<file path="src/rtl/sram_pkg.sv">
// Shared definitions for the async-SRAM responder: bus widths, default
// access timing and the controller state encoding.
package sram_pkg;

    localparam int SRAM_AW      = 20;
    localparam int SRAM_DW      = 48;
    localparam int RD_WAIT_DEF  = 2;
    localparam int WR_PULSE_DEF = 2;
    localparam int CNT_W_DEF    = 3;

    typedef enum logic [2:0] {
        ST_IDLE,
        ST_RD,
        ST_WR_SETUP,
        ST_WR_PULSE,
        ST_WR_HOLD,
        ST_DONE
    } state_t;

endpackage

</file>
<file path="src/rtl/sram_phy_ctrl.sv">
// Strobe/ack responder that turns one bus request into a timed async-SRAM
// read or write cycle; every output, including the pad controls, is registered.
module sram_phy_ctrl
    import sram_pkg::*;
#(
    parameter int RD_WAIT  = RD_WAIT_DEF,
    parameter int WR_PULSE = WR_PULSE_DEF,
    parameter int CNT_W    = CNT_W_DEF
) (
    input  logic               clk50,
    input  logic               rst,
    input  logic               stb,
    input  logic [SRAM_AW-1:0] addra,
    input  logic [SRAM_DW-1:0] dina,
    input  logic               we,
    output logic [SRAM_DW-1:0] douta,
    output logic               ack,
    output logic               busy,
    output logic [SRAM_AW-1:0] sram_addr,
    output logic               sram_ce_n,
    output logic               sram_oe_n,
    output logic               sram_we_n,
    input  logic [SRAM_DW-1:0] sram_dq_i,
    output logic [SRAM_DW-1:0] sram_dq_o,
    output logic               sram_dq_oe
);

    localparam logic [CNT_W-1:0] RD_LOAD = CNT_W'(RD_WAIT - 1);
    localparam logic [CNT_W-1:0] WR_LOAD = CNT_W'(WR_PULSE - 1);

    state_t             state_reg, state_next;
    logic [CNT_W-1:0]   cnt_reg, cnt_next;
    logic [SRAM_AW-1:0] addr_reg, addr_next;
    logic [SRAM_DW-1:0] dq_o_reg, dq_o_next;
    logic [SRAM_DW-1:0] douta_reg, douta_next;
    logic               ce_n_reg, ce_n_next;
    logic               oe_n_reg, oe_n_next;
    logic               we_n_reg, we_n_next;
    logic               dq_oe_reg, dq_oe_next;
    logic               ack_reg, ack_next;
    logic               busy_reg, busy_next;

    // Asynchronous clear so the pads are released (we_n high, dq undriven)
    // the moment reset asserts, not at the next edge.
    always_ff @(posedge clk50 or negedge rst) begin
        if (!rst) begin
            state_reg <= ST_IDLE;
            cnt_reg   <= '0;
            addr_reg  <= '0;
            dq_o_reg  <= '0;
            douta_reg <= '0;
            ce_n_reg  <= 1'b1;
            oe_n_reg  <= 1'b1;
            we_n_reg  <= 1'b1;
            dq_oe_reg <= 1'b0;
            ack_reg   <= 1'b0;
            busy_reg  <= 1'b0;
        end else begin
            state_reg <= state_next;
            cnt_reg   <= cnt_next;
            addr_reg  <= addr_next;
            dq_o_reg  <= dq_o_next;
            douta_reg <= douta_next;
            ce_n_reg  <= ce_n_next;
            oe_n_reg  <= oe_n_next;
            we_n_reg  <= we_n_next;
            dq_oe_reg <= dq_oe_next;
            ack_reg   <= ack_next;
            busy_reg  <= busy_next;
        end
    end

    always_comb begin
        state_next = state_reg;
        cnt_next   = cnt_reg;
        addr_next  = addr_reg;
        dq_o_next  = dq_o_reg;
        douta_next = douta_reg;
        ce_n_next  = ce_n_reg;
        oe_n_next  = oe_n_reg;
        we_n_next  = we_n_reg;
        dq_oe_next = dq_oe_reg;
        ack_next   = 1'b0;
        busy_next  = busy_reg;

        case (state_reg)
            ST_IDLE: begin
                if (stb) begin
                    addr_next = addra;
                    dq_o_next = dina;
                    busy_next = 1'b1;
                    ce_n_next = 1'b0;
                    if (we) begin
                        state_next = ST_WR_SETUP;
                        dq_oe_next = 1'b1;
                    end else begin
                        state_next = ST_RD;
                        oe_n_next  = 1'b0;
                        cnt_next   = RD_LOAD;
                    end
                end
            end
            ST_RD: begin
                if (cnt_reg == '0) begin
                    douta_next = sram_dq_i;
                    state_next = ST_DONE;
                    ack_next   = 1'b1;
                    ce_n_next  = 1'b1;
                    oe_n_next  = 1'b1;
                end else begin
                    cnt_next = cnt_reg - 1'b1;
                end
            end
            ST_DONE: begin
                state_next = ST_IDLE;
                busy_next  = 1'b0;
            end
            ST_WR_SETUP: begin
                state_next = ST_WR_PULSE;
                we_n_next  = 1'b0;
                cnt_next   = WR_LOAD;
            end
            ST_WR_PULSE: begin
                if (cnt_reg == '0) begin
                    state_next = ST_WR_HOLD;
                    we_n_next  = 1'b1;
                    ack_next   = 1'b1;
                end else begin
                    cnt_next = cnt_reg - 1'b1;
                end
            end
            ST_WR_HOLD: begin
                // Data stays driven one cycle past we_n rising for hold time.
                state_next = ST_IDLE;
                ce_n_next  = 1'b1;
                dq_oe_next = 1'b0;
                busy_next  = 1'b0;
            end
            default: begin
                state_next = ST_IDLE;
                ce_n_next  = 1'b1;
                oe_n_next  = 1'b1;
                we_n_next  = 1'b1;
                dq_oe_next = 1'b0;
                busy_next  = 1'b0;
                cnt_next   = '0;
            end
        endcase
    end

    assign douta      = douta_reg;
    assign ack        = ack_reg;
    assign busy       = busy_reg;
    assign sram_addr  = addr_reg;
    assign sram_ce_n  = ce_n_reg;
    assign sram_oe_n  = oe_n_reg;
    assign sram_we_n  = we_n_reg;
    assign sram_dq_o  = dq_o_reg;
    assign sram_dq_oe = dq_oe_reg;

endmodule

</file>
<file path="config.mk">
export PLATFORM = sky130hd
export DESIGN_NAME = sram_phy_ctrl
export DESIGN_NICKNAME = d
export VERILOG_FILES = /design/src/rtl/sram_pkg.sv /design/src/rtl/sram_phy_ctrl.sv
export SDC_FILE = /design/constraint.sdc
export NUM_CORES = 1
export LEC_CHECK = 0
export CORE_MARGIN = 8
export CORE_UTILIZATION = 40
export DETAILED_ROUTE_END_ITERATION = 8
export DONT_BUFFER_PORTS = 1
export PLACE_DENSITY_LB_ADDON = 0.1
export SETUP_SLACK_MARGIN = 0.3
export SLEW_MARGIN = 20
export SYNTH_ARGS = -nofsm -noshare
export SYNTH_HDL_FRONTEND = slang
export SYNTH_SLANG_ARGS = --single-unit
</file>
<file path="constraint.sdc">
create_clock -name clk50 -period 1.75 [get_ports clk50]
set_clock_uncertainty 0.1 [all_clocks]
set_input_delay 0.0875 -clock clk50 [delete_from_list [all_inputs] [get_ports clk50]]
set_output_delay 0.0875 -clock clk50 [all_outputs]
set_load 0.02 [all_outputs]
</file>
==> run summary, run 1 <==
Status = did not finish
Failed at = clock tree synthesis
Error = [ERROR RSZ-0060] Max buffer count reached.
Clock Path Buffers = 2
Synth warn = 0
Chip height = 130 um
Setup Fix Bufs, Post-CTS = 10
Unique cell type count in the Yosys netlist = 42
Synth Instances = 328
Clk sink count = 128
Dpl ws = -85.2 ps
Post-synth top area share = 60.6%
Seq/Total Area, Yosys = 62.1%
Root Buffer = clkbuf_16
Initial core utilization = 40.9%
Synth area leader = dfrtp_1
H-Tree Depth = 4
Net count after synthesis = 453
Synth top area cells = dfrtp_1 (61%), mux2_2 (17%), mux2_4 (5.8%)
CTS Buf Count = 17
Flops & latches, synth = 128
Hold Buf Count CTS = 110
Placed cell count = 506
Io pins = 242
Syn Area/Cell = 15.7 um^2
Num rows = 41
Post-Syn Area = 0.00516 mm^2
GPL Wtd Cong = 0.733
Post_cts resized = 34
Die X = 130 um
Hpwl dp = 9410 um
I/O Buffers = 0
cells by family after synthesis:
| family | synth area share, % |
|---|---|
| DFF | 62.1 |
| muxes | 26.8 |
| and+or+nand+nor | 3.69 |
| AOI/OAI and AO/OA | 2.93 |
| buffers and inverters | 3.25 |
| adders and majority gates | 1.21 |
cell usage after synthesis:
| master | number |
|---|---|
| a2111oi_2 | 1 |
| a21boi_0 | 1 |
| a21o_1 | 1 |
| a21oi_1 | 8 |
| a22oi_1 | 1 |
| a31oi_1 | 1 |
| and3_1 | 1 |
| and3b_1 | 1 |
| buf_2 | 2 |
| buf_4 | 6 |
| buf_6 | 4 |
| buf_8 | 2 |
| clkbuf_1 | 2 |
| dfrtp_1 | 125 |
| dfstp_2 | 3 |
| ha_1 | 5 |
| inv_1 | 7 |
| inv_2 | 1 |
| mux2_1 | 20 |
| mux2_2 | 76 |
| mux2_4 | 20 |
| nand2_1 | 4 |
| nand2b_1 | 2 |
| nand3_1 | 1 |
| nand3_2 | 1 |
| nand3b_1 | 1 |
| nand4_1 | 1 |
| nor2_1 | 9 |
| nor2_4 | 1 |
| nor2b_1 | 2 |
| nor2b_4 | 1 |
| nor3_1 | 2 |
| nor3_4 | 1 |
| nor4_1 | 1 |
| nor4b_1 | 1 |
| o21ai_0 | 5 |
| o21ai_1 | 1 |
| o221ai_1 | 1 |
| o22ai_1 | 2 |
| o31ai_1 | 1 |
| o41ai_1 | 1 |
| or2_2 | 1 |
through the flow:
step                setup TNS, ps  instance area, um^2
global placement            -1410                 5790
detailed placement          -2710                 5790
floorplan                   -1200                 5500
==> run 2: changes to the inputs <==
--- a/config.mk
+++ b/config.mk
@@ -6,11 +6,10 @@
 export NUM_CORES = 1
 export LEC_CHECK = 0
 export CORE_MARGIN = 8
-export CORE_UTILIZATION = 40
+export CORE_UTILIZATION = 25
 export DETAILED_ROUTE_END_ITERATION = 8
 export DONT_BUFFER_PORTS = 1
-export PLACE_DENSITY_LB_ADDON = 0.1
-export SETUP_SLACK_MARGIN = 0.3
+export PLACE_DENSITY_LB_ADDON = 0.15
 export SLEW_MARGIN = 20
 export SYNTH_ARGS = -nofsm -noshare
 export SYNTH_HDL_FRONTEND = slang
==> constraint.sdc (replaced) <==
create_clock -name clk50 -period 2.27 [get_ports clk50]
set_clock_uncertainty 0.1 [all_clocks]
set_input_delay 0.1135 -clock clk50 [delete_from_list [all_inputs] [get_ports clk50]]
set_output_delay 0.1135 -clock clk50 [all_outputs]
set_load 0.02 [all_outputs]
==> run 2 against run 1 <==
  * The flow now finishes, with violations (hold timing)
  * Synthesized area is the same
  * Synthesized cell count is the same
==> run summary, run 2 <==
Status = finished with violations
Failing checks = hold timing
Power Dens Cells = 1580 mW/mm^2
Crit path DAT = 2370 ps
WP depth = 7
Synth cell count leaders = dfrtp_1 (125), mux2_2 (76), mux2_1 (20), mux2_4 (20), nor2_1 (9)
Post-layout util = 35.8%
Commonest register cell after synthesis = dfrtp_1
VDD IR max = 0.000609 V
Crit. Startpoint = state_reg[1]
Synthesis-to-finish area growth = 40.5%
Initial core utilization = 25.5%
Clk slew on worst S/H paths = 60 ps
Placed cell count = 589
Gate power share = 24.6%
Global Route Usage Sum = 10.7%
Die X = 160 um
Nets = 582
Fmax = 468 MHz
Proportion of power drawn by flip-flops and latches = 51.2%
Synth top area cells = dfrtp_1 (61%), mux2_2 (17%), mux2_4 (5.8%)
Sw frac = 38.6%
Reg2reg path depth = 7
Psw = 4.42 mW
Drc violations = 0
DIE AREA = 0.0255 mm^2
Post-Syn Area = 0.00516 mm^2
Worst path max stage delay = 560 ps
Max cap viols = 0
Internal power = 7.04 mW
Chip height = 160 um
Iteration-0 DRC Markers = 112
Clk sink count = 128
Vias = 3175
Rel. slew slack = 71.7%
Initial antenna violation count = 0
Clock insertion delay at the later pin of the skew report = 410 ps
Final period util = 94.2%
Reg2Reg Setup Slack = 130 ps
Hold Buf Count CTS = 119
Period minus WS final = 2140 ps
Vias in the first global route = 3738
Post-route setup slack = 132 ps
Leak = 3.05 nW
Peak fanout along the critical path = 8
Flops & latches, synth = 128
Worst Path Buf+Inv = 3
Io pins = 242
Post-synth EDFFs = 0
Routed Antenna Nets = 0
Worst Setup Path Type = flip-flop to flip-flop
Vias/cell = 4.28
Largest delay share family, worst path = buffers and inverters
H-Tree Depth = 4
GPL Wtd Cong = 0.727
Seq/Total Area, Yosys = 62.1%
I/O Buffers = 0
Clk network pwr share = 24.2%
Crit path to = sram_oe_n
Setup Viol. Count Final = 0
Largest net degree at the start of global routing = 129
Area of the core = 0.0202 mm^2
Pre-antenna DRT Iters = 4
WL per Instance = 18.0 um
Crit path capture type = flip-flop
Area of placed instances = 0.00545 mm^2
Synth area leader = dfrtp_1
CTS Buf Count = 17
Dpl ws = 220 ps
Commonest non-fill, non-tap cell in the layout = dfrtp_1
Fraction of registers with async set/reset = 100%
Crit Reg-Reg Endpoint = sram_oe_n
WP data required = 2500 ps
Max-slew violations = 0
Final hold violations = 128
Syn Area/Cell = 15.7 um^2
Worst Hold Class = primary input to async pin
CP max-delay cell = dlygate4sd3_1
Most frequent cells in the layout = dfrtp_1 (124), dlygate4sd3_1 (119), mux2_2 (76)
Worst r2r src = state_reg[1]
Post-synth top area share = 60.6%
Most frequent cell after synthesis = dfrtp_1
CTS tree = done
Cell area after layout = 0.00725 mm^2
DRT Wirelength = 13400 um
Gr ovfl total = 0
Net count after synthesis = 453
Clock Path Buffers = 2
Hpwl dp = 8990 um
Synth Instances = 328
Share of cells above drive strength 1 = 30.6%
Root Buffer = clkbuf_16
Worst Tran Pin Value = 425 ps
Post-Layout Cell Count = 741
CP Launch Type = flip-flop
Synth warn = 0
Num rows = 52
Worst hold slack = -705 ps
Unique cell type count in the Yosys netlist = 42
Setup_tns = 0 ps
First-pass GRT wire length = 21600 um
Crit-path cells = inv_1 > ha_1 > inv_1 > o41ai_2 > o21ai_0 > o21ai_0 > dlygate4sd3_1
-- run 2: cell counts after synthesis --
No cell type changed its count.
-- run 2: how the worst min path moves through the flow --
stage          from       endpoint  slack (ps)  depth (start not counted)
2_1_floorplan   rst            ack        -280                          0
3_3_place_gp    rst  sram_dq_o[16]        -280                          0
3_5_place_dp    rst  sram_dq_o[16]        -280                          0
4_1_cts         rst  sram_dq_o[16]        -730                          0
5_1_grt         rst  sram_dq_o[35]        -740                          0
6_report        rst  sram_dq_o[16]        -710                          0
-- run 2: power groups by stage --
stage / combinational [mW] / sequential (mW) / clock (mW)
final: 2.82 / 5.87 / 2.77
after detailed placement: 2.67 / 5.92 / 0
after global routing: 3.12 / 6.06 / 3.01
after CTS: 2.85 / 5.91 / 2.90
after floorplan: 2.37 / 5.46 / 0
after global placement: 2.55 / 5.99 / 0
-- run 2: logic make-up after synthesis --
family | after synthesis | share of synthesized area, %
flip-flops | 128 | 62.1
multiplexers | 116 | 26.8
AND/OR/NAND/NOR | 31 | 3.69
AO/OA/AOI/OAI | 24 | 2.93
buffers and inverters | 24 | 3.25
adder cells (fa/ha/maj) | 5 | 1.21
-- run 2: worst register-to-register path, cell delays in order (launching register included) --
cell,delay [ps]
dfrtp_1,490
inv_1,190
ha_1,330
inv_1,80
o41ai_2,70
o21ai_0,150
o21ai_0,90
dlygate4sd3_1,560
-- run 2: repair_timing --
| item | in CTS | in global routing |
|---|---|---|
| setup buffers | 0 | 0 |
| gates resized for setup | 0 | 2 |
| endpoints found under the setup margin | 0 | 1 |
| hold endpoints to repair | 253 | 128 |
-- run 2: final cells by class --
| class | instances | area, um^2 |
|---|---|---|
| tap | 270 | 338 |
| antenna | 1 | 2.50 |
| multi-input combinational | 176 | 1790 |
| inverter | 8 | 30.0 |
| sequential | 128 | 3210 |
| fill | 1922 | 13000 |
| clock buffer | 22 | 464 |
| clock inverter | 10 | 135 |
| timing repair buffer | 126 | 1280 |
-- run 2: layer usage --
layer	GRT usage, %	wire length, um	share of wire, %	up-vias
li1	-	-	-	1419
met1	11.1	4890	37	1575
met2	17.4	6610	49	166
met3	6.17	1620	12	15
met4	4.42	237	1.8	0
met5	0	0	0	-
-- run 2: through the flow --
step,power [mW],hold slack (ps)
2_1_floorplan,7.83,-282
3_3_place_gp,8.54,-278
3_5_place_dp,8.59,-278
4_1_cts,11.7,-733
5_1_grt,12.2,-745
6_report,11.5,-705
No activity file was read; power rests on OpenSTA's default activity.
